File: src/rtl/qkd_key_engine.sv
// BB84-style QKD key engine: twin LFSR photon source, basis sifting, error count.
// Optional QKD_QBER_ABORT_EN aborts completion when errors exceed QBER_THR.
`timescale 1ns/1ps
module qkd_key_engine #(
  parameter int          KEY_W       = 16,
  parameter logic [15:0] SEED_A      = 16'hACE1,
  parameter logic [15:0] SEED_B      = 16'h1D2B,
  parameter int          MAX_PHOTONS = 1024,
  parameter int          ERR_PERIOD  = 8,
  parameter int          QBER_THR    = 2
) (
  input  logic                             clk,
  input  logic                             rst,
  input  logic                             start,
  input  logic                             flip_en,
  input  logic                             key_ready,
  output logic                             busy,
  output logic                             key_valid,
  output logic                             abort,
  output logic [KEY_W-1:0]                 final_key,
  output logic [$clog2(KEY_W+1)-1:0]       sifted_cnt,
  output logic [$clog2(KEY_W+1)-1:0]       err_cnt,
  output logic [$clog2(MAX_PHOTONS+1)-1:0] photon_cnt
);

  localparam int CW = $clog2(KEY_W+1);
  localparam int PW = $clog2(MAX_PHOTONS+1);
  localparam int EW = $clog2(ERR_PERIOD);

  typedef enum logic [1:0] {
    S_IDLE,
    S_RUN,
    S_DONE,
    S_ABORT
  } state_t;

  state_t           r_state;
  state_t           w_next;
  logic [15:0]      r_lfsr_a;
  logic [15:0]      r_lfsr_b;
  logic [KEY_W-1:0] r_key;
  logic [CW-1:0]    r_sifted;
  logic [CW-1:0]    r_err;
  logic [PW-1:0]    r_photon;

  logic          w_fb_a;
  logic          w_fb_b;
  logic          w_a_bit;
  logic          w_b_bit;
  logic          w_inj;
  logic          w_match;
  logic          w_err;
  logic          w_last;
  logic          w_budget;
  logic          w_qber_fail;
  logic          w_run;
  logic          w_clear;
  logic [CW-1:0] w_err_nxt;

  assign w_fb_a = r_lfsr_a[15] ^ r_lfsr_a[13]
                ^ r_lfsr_a[12] ^ r_lfsr_a[10];
  assign w_fb_b = r_lfsr_b[15] ^ r_lfsr_b[13]
                ^ r_lfsr_b[12] ^ r_lfsr_b[10];

  // Injection hits the last photon index of each ERR_PERIOD window
  assign w_inj   = flip_en & (&r_photon[EW-1:0]);
  assign w_a_bit = r_lfsr_a[0];
  assign w_b_bit = w_a_bit ^ w_inj;
  assign w_match = (r_lfsr_a[1] == r_lfsr_b[1]);
  assign w_err   = w_match & (w_a_bit != w_b_bit);

  assign w_last   = w_match && (r_sifted == CW'(KEY_W-1));
  assign w_budget = (r_photon >= PW'(MAX_PHOTONS-1));

  assign w_err_nxt = (w_err && (r_err != CW'(KEY_W)))
                   ? r_err + CW'(1) : r_err;

`ifdef QKD_QBER_ABORT_EN
  assign w_qber_fail = (int'(w_err_nxt) > QBER_THR);
`else
  assign w_qber_fail = 1'b0;
`endif

  assign w_run   = (r_state == S_RUN);
  assign w_clear = start &&
                   ((r_state == S_IDLE) || (r_state == S_ABORT));

  always_comb begin
    w_next = r_state;
    unique case (r_state)
      S_IDLE, S_ABORT: begin
        if (start) w_next = S_RUN;
      end
      S_RUN: begin
        if (w_last)
          w_next = w_qber_fail ? S_ABORT : S_DONE;
        else if (w_budget)
          w_next = S_ABORT;
      end
      S_DONE: begin
        if (key_ready) w_next = S_IDLE;
      end
      default: w_next = S_IDLE;
    endcase
  end

  always_ff @(posedge clk or posedge rst) begin
    if (rst) begin
      r_state  <= S_IDLE;
      r_lfsr_a <= SEED_A;
      r_lfsr_b <= SEED_B;
      r_key    <= '0;
      r_sifted <= '0;
      r_err    <= '0;
      r_photon <= '0;
    end else begin
      r_state <= w_next;
      if (w_run) begin
        r_lfsr_a <= {r_lfsr_a[14:0], w_fb_a};
        r_lfsr_b <= {r_lfsr_b[14:0], w_fb_b};
        if (r_photon != PW'(MAX_PHOTONS))
          r_photon <= r_photon + PW'(1);
        if (w_match) begin
          r_key <= {r_key[KEY_W-2:0], w_a_bit};
          if (r_sifted != CW'(KEY_W))
            r_sifted <= r_sifted + CW'(1);
        end
        r_err <= w_err_nxt;
      end else if (w_clear) begin
        r_key    <= '0;
        r_sifted <= '0;
        r_err    <= '0;
        r_photon <= '0;
      end
    end
  end

  assign busy       = (r_state == S_RUN);
  assign key_valid  = (r_state == S_DONE);
  assign abort      = (r_state == S_ABORT);
  assign final_key  = r_key;
  assign sifted_cnt = r_sifted;
  assign err_cnt    = r_err;
  assign photon_cnt = r_photon;

endmodule

File: config.mk
export PLATFORM = sky130hd
export DESIGN_NAME = qkd_key_engine
export DESIGN_NICKNAME = d
export VERILOG_FILES = /design/src/rtl/qkd_key_engine.sv
export SDC_FILE = /design/constraint.sdc
export NUM_CORES = 1
export LEC_CHECK = 0
export BUFFER_PORTS_ARGS = -buffer_cell sky130_fd_sc_hd__clkbuf_2
export CORE_ASPECT_RATIO = 0.9
export CORE_MARGIN = 3
export CORE_UTILIZATION = 40
export DETAILED_ROUTE_END_ITERATION = 8
export GPL_ROUTABILITY_DRIVEN = 0
export SLEW_MARGIN = 20
export SYNTH_ARGS = -nofsm -noshare
export SYNTH_HDL_FRONTEND = slang
export SYNTH_SLANG_ARGS = --single-unit
File: constraint.sdc
create_clock -name clk -period 2.2 [get_ports clk]
set_input_delay 0.22 -clock clk [delete_from_list [all_inputs] [get_ports clk]]
set_output_delay 0.22 -clock clk [all_outputs]
set_load 0.03 [all_outputs]
==> metrics.cfg <==
[die]
coreArea_sq_um=7810
io_pins=45
die_h_um=92.4
start_util_pct=42.5
die_x_um=102
row_count=30
die_area_sq_um=9420

[timing]
period_share_pct=82.9
min_period_ns=1.82
max_freq_mhz=548
setup_viol=0
tns_ns=0
finClkSkew_ns=0.0136
max-slew-margin-rel_pct=64.2
slew_violations=0
finalWorstSetupSlack_ns=0.376
finalHoldViolations=0
rsz0062_at_grt=false
tightestPinTransition_ns=0.536

[yosys]
ys_top_cells_by_area=dfrtp_1 (42%), dfstp_2 (13%), mux2_2 (10%), nand2_1 (6.0%), ha_1 (4.2%)
synth_top_family_by_area=simple AND/OR/NAND/NOR gates
synth_mux_area_share_pct=12.8
syn_nets=311
yosys.area.top_type=dfrtp_1
synth_compound_area_share_pct=4.72
synthAdderAreaFrac_pct=4.15
syn_area_sq_um=3320
yosys.area_share.xor_xnor_pct=4.45
syn_avg_cell_area_sq_um=11.2
synth_seq_area_share_pct=54.2
ys_warn_count=0
synth-seq-cells=71
synth_cells=295
synthSimpleGateAreaFrac_pct=16.0
synth.top_cell.area_share_pct=41.5
synth_cell_types=38

[worst_setup_path]
cp.required_ns=2.45
start_kind=register
critical_path_class=register to register
cp-end-kind=register
path_max_fanout=10
arrival_ns=2.08

[routing]
drtIter0Drc=87
antenna_left=0
drc=0
first_pass_iters=5
wl_per_cell_um=14.0
viasPerCell=5.15
wirelength_mm=6.22
vias=2299

[clock_network]
cts_buffers=9
cts_resized=0
cts-root-buf=clkbuf_8
worstSkewPairLatency_ns=0.34
tritoncts=built
postCtsHoldBufs=1
path_clk_slew_ns=0.08
cts_setup_buffers=0
clock_path_buffers=2
cts_sinks=71
cts_max_level=3

[power_and_ir_drop]
power.density_nw_per_um2=1670
ir_drop_uv=653
pwr-share-clk_pct=17.4
p_int_mw=3.85
pwr-share-comb_pct=44.2
p_leak_nw=1.87
swShare_pct=40.6
seq_power_share_pct=38.5
p_sw_mw=2.63

[global_routing]
use_met2_pct=23.1
busiest_layer=met2
antenna_found_initial=0
first_global_vias=2241
grt_util_met3_pct=4.29
grt_max_degree=43
track_usage_pct=14.6
globalRoute.totalOverflow=0
grt_pass1_wl_mm=10.9
met1_usage_pct=18.9

[final_layout]
multiInputGateArea_sq_um=1400
final_common_cell=dfrtp_1
final_cell_mix=dfrtp_1 (55), nand2_1 (53), clkbuf_2 (44)
nFillCells=744
layout-drive-gt1-share_pct=34.0
instances_no_fill=446
antenna_cells=0
final_cell_area_sq_um=3880
synthToLayoutAreaGrowth_pct=16.9
final-seq-area_sq_um=1800
layout.nets=361

[run]
max_cap_viol_count=0

[outcome]
status=complete, no violations

[placement]
dp.final_hpwl_mm=4.28
post-place-ws_ns=0.378
place_area_sq_um=3650
dp.cells=429
portBuffers=44

[min_path]
min_path_type=input pin to register

cells by family (layout without fill, tap and decap cells):
| group | count (synthesis) | in the layout |
|---|---|---|
| fa+ha+maj | 11 | 11 |
| buf+inv | 26 | 81 |
| mux | 38 | 38 |
| compound gates | 23 | 23 |
| xor+xnor | 16 | 16 |
| simple gates | 110 | 110 |
| flops | 71 | 71 |
registers in the layout, summed over array words and instances (netlist names):
| register | cells |
|---|---|
| sifted_cnt | 5 |
| r_lfsr_b | 16 |
| err_cnt | 5 |
| r_lfsr_a | 16 |
| r_state | 2 |
| photon_cnt | 11 |
| final_key | 16 |
worst max-delay path, stage by stage (launching register included):
cell	delay [ns]
dfrtp_1	0.40
inv_1	0.08
ha_2	0.31
clkinv_1	0.17
and3_1	0.32
a21oi_4	0.23
mux2i_1	0.21
final cells by class:
class                   count  share of cell area (%)
flip-flops and latches     71                    46.3
clock buffers              12                    3.74
clock inverters             4                    1.81
well taps                  96                    3.10
inverters                  15                    1.45
multi-input cells         198                    36.0
repair buffers             50                    7.55
Yosys cell counts:
library cell  count
nand4bb_2         1
nand4_1           5
buf_12            1
xor2_1            3
a21oi_4           1
nand3_4           1
mux2_4            1
o31ai_1           2
xnor2_2           1
a41oi_1           1
or3_1             2
nor3_1            2
nand3_1          23
nor4_1            3
nand4b_1          1
o21ai_0           8
and2_2            1
and3_1            6
ha_1             11
nor2_1            9
dfstp_2          16
buf_2             9
a311o_1           1
mux2_2           30
inv_1            14
dfrtp_1          55
a21oi_1           6
xnor2_1          12
clkbuf_1          1
nand2b_1          1
a311oi_1          1
clkinv_1          1
and2_1            1
a22oi_1           2
a211oi_2          1
nand2_1          53
and2_4            1
mux2i_1           7
power groups by stage:
stage / registers, mW / clock network (mW) / logic, mW
2_1_floorplan: 2.88 / 0 / 1.88
3_3_place_gp: 2.50 / 0 / 2.86
3_5_place_dp: 2.51 / 0 / 2.91
4_1_cts: 2.49 / 1.16 / 2.93
5_1_grt: 2.58 / 1.22 / 3.20
6_report: 2.49 / 1.13 / 2.87
routing by layer:
metal / part of all wire [%] / vias up
li1: - / 1106
met1: 46 / 1130
met2: 48 / 50
met3: 4.3 / 13
met4: 1.9 / 0
met5: 0 / -
path summary, 6_finish.rpt:
path	start	endpoint	slack, ns	cells past startpoint
worst max-delay path	r_state[1]	sifted_cnt[0]	0.38	6
worst min-delay path	start	photon_cnt[9]	0.32	4
worst max register to register	r_state[1]	sifted_cnt[0]	0.38	6
worst min register to register	final_key[3]	final_key[4]	0.49	2
max in group asynchronous	rst	final_key[2]	1.06	4
min in group asynchronous	rst	r_lfsr_a[1]	0.45	3
per-stage QoR:
stage / hold WS [ns] / power [mW] / util (%)
2_1_floorplan: 0.465 / 4.76 / -
3_3_place_gp: 0.280 / 5.36 / 46.8
3_5_place_dp: 0.287 / 5.42 / 46.8
4_1_cts: 0.310 / 6.58 / 49.7
5_1_grt: 0.359 / 7.00 / 49.7
6_report: 0.320 / 6.49 / 49.7
Power figures use the tool's default switching activity.
